`config.mk`:
```
export PLATFORM = sky130hd
export DESIGN_NAME = counter_updown_mod
export DESIGN_NICKNAME = d
export VERILOG_FILES = /design/src/rtl/counter_pkg.sv /design/src/rtl/counter_updown_mod.sv
export SDC_FILE = /design/constraint.sdc
export NUM_CORES = 1
export LEC_CHECK = 0
export ABC_AREA = 1
export CORE_AREA = 2 2 39 41
export CTS_CLUSTER_DIAMETER = 30
export CTS_CLUSTER_SIZE = 16
export DETAILED_ROUTE_END_ITERATION = 10
export DIE_AREA = 0 0 41 43
export GPL_TIMING_DRIVEN = 0
export PLACE_DENSITY = 0.73
export SETUP_SLACK_MARGIN = 0.5
export SKIP_CTS_REPAIR_TIMING = 1
export SYNTH_ARGS = -nofsm -noshare
export SYNTH_HDL_FRONTEND = slang
export SYNTH_SLANG_ARGS = --single-unit
```
`constraint.sdc`:
```
create_clock -name clk -period 1.4 [get_ports clk]
set_input_delay 0.28 -clock clk [delete_from_list [all_inputs] [get_ports clk]]
set_output_delay 0.28 -clock clk [all_outputs]
set_load 0.005 [all_outputs]
```
`src/rtl/counter_pkg.sv`:
```
// Shared types and mode constants for the up/down counter family.
package counter_pkg;

  typedef enum logic {
    DIR_DOWN = 1'b0,
    DIR_UP   = 1'b1
  } count_dir_e;

  localparam int CNT_WRAP = 0;
  localparam int CNT_SAT  = 1;

endpackage

```
`src/rtl/counter_updown_mod.sv`:
```
// Parametrised up/down counter with programmable modulus, clear/load,
// wrap or saturate at the bounds, and a zero-latency cascade carry (tc).
module counter_updown_mod
  import counter_pkg::*;
#(
  parameter int WIDTH       = 4,
  parameter int MAX_COUNT   = 2**WIDTH - 1,
  parameter int SATURATE    = CNT_WRAP,
  parameter int RESET_VALUE = 0
) (
  input  logic             clk,
  input  logic             reset,
  input  logic             clear,
  input  logic             load,
  input  logic [WIDTH-1:0] load_value,
  input  logic             enable,
  input  logic             up_dn,
  output logic [WIDTH-1:0] q,
  output logic             tc,
  output logic             wrapped,
  output logic             at_limit
);

  localparam logic [WIDTH-1:0] MAX_V = WIDTH'(MAX_COUNT);
  localparam logic [WIDTH-1:0] RST_V = WIDTH'(RESET_VALUE);

  if (WIDTH < 1) begin : g_bad_width
    $error("counter_updown_mod: WIDTH must be >= 1");
  end
  if (MAX_COUNT < 0 || longint'(MAX_COUNT) > ((longint'(1) << WIDTH) - 1)) begin : g_bad_max
    $error("counter_updown_mod: MAX_COUNT out of range for WIDTH");
  end
  if (RESET_VALUE < 0 || RESET_VALUE > MAX_COUNT) begin : g_bad_reset
    $error("counter_updown_mod: RESET_VALUE must lie in 0..MAX_COUNT");
  end

  count_dir_e       dir;
  logic [WIDTH-1:0] q_next;
  logic             wrap_next;

  assign dir      = count_dir_e'(up_dn);
  assign at_limit = (dir == DIR_UP) ? (q == MAX_V) : (q == '0);
  assign tc       = enable & at_limit & ~clear & ~load;

  // Bound check comes before +/-1, so a short modulus never rolls through 2**WIDTH.
  always_comb begin
    q_next    = q;
    wrap_next = 1'b0;
    if (clear) begin
      q_next = RST_V;
    end else if (load) begin
      q_next = (load_value > MAX_V) ? MAX_V : load_value;
    end else if (enable) begin
      if (dir == DIR_UP) begin
        if (q < MAX_V) begin
          q_next = q + WIDTH'(1);
        end else if (SATURATE != CNT_SAT) begin
          q_next    = '0;
          wrap_next = 1'b1;
        end
      end else begin
        if (q > '0) begin
          q_next = q - WIDTH'(1);
        end else if (SATURATE != CNT_SAT) begin
          q_next    = MAX_V;
          wrap_next = 1'b1;
        end
      end
    end
  end

  always_ff @(posedge clk or negedge reset) begin
    if (!reset) begin
      q       <= RST_V;
      wrapped <= 1'b0;
    end else begin
      q       <= q_next;
      wrapped <= wrap_next;
    end
  end

endmodule

```
# Word-level counts from Yosys, hierarchy flattened
# Index checks and enable logic that the tools add are counted.
# classes
addsub	2
magnitude_cmp	3
n_eq_ne	1
mux	14
bitwise	5
reduce_logical	2
# ops
cell	n
4-bit two-way mux	7
1-bit two-way mux	7
4-bit by 1-bit adder with 4-bit output (second input constant)	1
4-bit equality test (second input constant)	1
4-bit by 1-bit > comparator with 1-bit output (second input constant)	1
4-bit > comparator (second input constant)	1
4-bit logical NOT	1
4-bit less-than comparator (second input constant)	1
4-bit by 1-bit subtractor with 4-bit output (second input constant)	1
1-bit AND	3
3-bit nonzero test	1
1-bit inverter	2
# totals
register_bits	5
inputBits	10
output_inout_bits	7

# Depth between registers and ports, before layout
# depth
word_depth	6
depth_mapped	10
depth_no_buf	10

# Least setup slack after synthesis
# OpenSTA, ideal clock, no wires.
# synth_path
path_kind	register to output
from	register q[0]
to	output tc
arrival_ps	1207
required_ps	1120
slack_ps	-87
stages_incl_launch_ff	9
n_path_buf	0
cell_sequence	dfrtp_1 -> inv_1 -> ha_1 -> nand3_2 -> inv_2 -> nor2_2 -> a21oi_2 -> nand2_2 -> nor2_1
# synth_between
elab_chain_cells	5
word_cells_on_any_way	6
# synth_lines
item	line_no	source
from (decl)	counter_updown_mod.sv:18	output logic [WIDTH-1:0] q,
from (signal assigned)	counter_updown_mod.sv:77	q <= q_next;
4-bit equality test or 4-bit logical NOT (tied branches)	counter_updown_mod.sv:42	assign at_limit = (dir == DIR_UP) ? (q == MAX_V) : (q == '0);
1-bit two-way mux (*)	counter_updown_mod.sv:42	
net at_limit	counter_updown_mod.sv:21	output logic at_limit
1-bit AND (*) (3 in a row)	counter_updown_mod.sv:43	assign tc = enable & at_limit & ~clear & ~load;
to (decl)	counter_updown_mod.sv:19	output logic tc,
# The timed path passes the listed nets; every way through them passes the cells marked *.

# Worst setup path in the final report
# layout_path
from	register q[0]
to	output tc
# layout_between
elab_chain_cells	5
word_cells_on_any_way	6
# layout_lines
item	line_no
4-bit equality test or 4-bit logical NOT (tied branches)	counter_updown_mod.sv:42
1-bit two-way mux (*)	counter_updown_mod.sv:42
1-bit AND (*) (3 in a row)	counter_updown_mod.sv:43
# Mark *: on every way between the ends. The rest lies on a longest branch, timed or not.

==> flow_summary.toml <==
[run_status]
outcome = "complete, but fails checks"
violations = "negative setup slack"

[sta]
rsz0062_at_grt = "yes"
finalMaxSlewViolations = 0
hold_violations = 0
relSlewSlack = 0.764
fin_ws_ns = -0.410
fin_skew_ns = 0.000431
fin_setup_tns_ns = -0.718
fmax_mhz = 552
timing.final.crit_share = 1.29
min_period_ns = 1.81
setup_viol = 2
worst_slew_pin_slew_ns = 0.354

[clock_network]
tritoncts = "yes"
cts_buffers = 3
clk_latency_ns = 0.25
htreeDepth = 1
cts_num_sinks = 5
clk_pin_slew_ns = 0.05
clock_path_buffers = 2
root_buffer = "clkbuf_4"

[logic_synthesis]
synth_area_leaders = "dfrtp_1, nand2_1, ha_1"
yosys_warnings = 0
yosysTopAreaCell = "dfrtp_1"
seq_area_frac_synth = 0.305
post_synth.cell_area_avg_um2 = 6.62
syn-num-nets = 74
synth_cell_types = 19
synth.ff_latch_count = 5
yosysTopAreaCellShare = 0.305
syn_area_um2 = 410
syn_inst = 62

[drt]
vias = 532
drtIter0Drc = 12
ant_nets = 0
vias_per_cell = 4.97
drt_wl_total_um = 1220
drcViolationCount = 0
first_pass_iters = 4
wl_per_cell_um = 11.4

[grt]
overflow = 0
grt_pass1_vias = 409
grt_pass1_wl_um = 1680
grt_antenna_before_repair = 0
grt_use_total = 0.144
grt_max_degree = 9

[pwr]
seqPwrFrac = 0.297
switching_share = 0.345
leakage_nw = 0.380
pwr-share-comb = 0.412
power.internal_w = 0.000408
powerDensity_mw_per_mm2 = 808
pwr-share-clk = 0.291
vdd_drop_max_mv = 0.325
p_switching_w = 0.000215

[cells_and_area]
syn_to_final_growth_pct = 87.8
nets = 104
antenna_cells = 0
n_fill_cell = 134
drive_gt1_frac = 0.451
fin_area_um2 = 771

[setup_path]
rr_startpoint = "q[0]"
critical_path_class = "reg2out"
reg2reg_depth = 8
startpoint_type = "register"
r2r_slack_ns = 0.05
end_kind = "output port"
crit_chain = "inv_4, ha_4, nand3_4, inv_2, nor2_2, a21oi_2, nand2_2, nor2_2, buf_2"
cp.required_ns = 1.12
cp_common_cell = "nor2_2"
crit_family = "flip-flops"
rr_endpoint = "q[2]"
crit_arrival_ns = 1.53
worst-path-buf-inv = 3
cp_max_fo = 4
cp_slowest_cell = "dfrtp_2"
slowest_delay_ns = 0.45

[job]
maxCapViolCount = 0

[placement]
dpl_cell_area_um2 = 609
hpwlAfterDp_um = 737
gp_congestion = 0.849
numPortBuffers = 16

[floorplanning]
pin_count = 17
rows = 14
floorplan.die_area_mm2 = 0.00176
core_mm2 = 0.00138
start_util = 0.297
die_y_um = 43
die_x_um = 41

[min_path]
min_path_type = "in2async"
[power groups by stage]
stage          clock (W)  sequential [W]  combinational (W)
4_1_cts         0.000176        0.000180           0.000185
5_1_grt         0.000198        0.000186           0.000282
6_report        0.000181        0.000185           0.000256
3_5_place_dp           0        0.000182           0.000184
2_1_floorplan          0        0.000178           0.000103
3_3_place_gp           0        0.000182           0.000180
[synth_stat cells]
library cell	n
o21ai_0	4
dfrtp_1	5
inv_2	3
o21a_1	1
ha_1	2
a21oi_2	1
nand3_1	4
inv_1	6
nand3_2	1
a21oi_1	2
nand2_2	1
nand2_1	18
nor2_2	2
nand4_1	1
o22ai_1	1
nor2_1	6
o21ai_1	2
nor2_4	1
o211ai_1	1
[stage by stage]
stage	cells	hold slack [ns]	total power [W]	util	setup WS, ns
global route	107	0.257	0.000666	0.557	-0.467
detailed placement	94	0.507	0.000366	0.440	-0.751
floorplan	62	-0.0156	0.000281	-	-0.0162
global placement	94	0.505	0.000363	0.440	-0.741
CTS	98	0.243	0.000541	0.459	-0.862
finish	107	0.242	0.000623	0.557	-0.410
[how the worst max path moves through the flow]
stage | start | endpoint | slack (ns) | cells past startpoint
after global placement | up_dn | tc | -0.74 | 6
after CTS | q[0] | tc | -0.86 | 9
after detailed placement | up_dn | tc | -0.75 | 6
after global routing | q[0] | tc | -0.47 | 9
final | q[0] | tc | -0.41 | 9
after floorplan | q[0] | tc | -0.02 | 8
[layout by cell type, fill, tap and decap left out, types with 3 or more instances in the layout]
cell,count
nor2_2,3
inv_1,4
nor2_1,4
clkdlybuf4s50_1,7
o21ai_1,4
a21oi_2,3
inv_2,4
buf_4,6
buf_6,5
nand3_1,3
dlymetal6s2s_1,3
clkbuf_4,3
dfrtp_2,4
nand2_1,17
[final cells by class]
cell class | count | area, um2 | share of cell area
multi-input cells | 48 | 314 | 0.407
repair buffers | 25 | 244 | 0.317
flip-flops and latches | 5 | 130 | 0.169
inverters | 9 | 36.3 | 0.0471
clock buffers | 4 | 26.3 | 0.0341
well taps | 16 | 20.0 | 0.0260
[logic make-up after synthesis]
family,count (synthesis),share of synthesized area
AO/OA/AOI/OAI,12,0.171
adder cells (fa/ha/maj),2,0.0610
buffers and inverters,9,0.0823
flip-flops,5,0.305
AND/OR/NAND/NOR,34,0.381
[state kept, by name, summed over array words and instances (netlist names)]
register  flops
q             4
wrapped       1
[metal layers]
metal | GRT usage | share of wire
met5 | 0 | 0
met4 | 0.120 | 0.017
met2 | 0.184 | 0.55
met3 | 0.0157 | 0.046
met1 | 0.205 | 0.39
No activity file was read; power rests on OpenSTA's default activity.
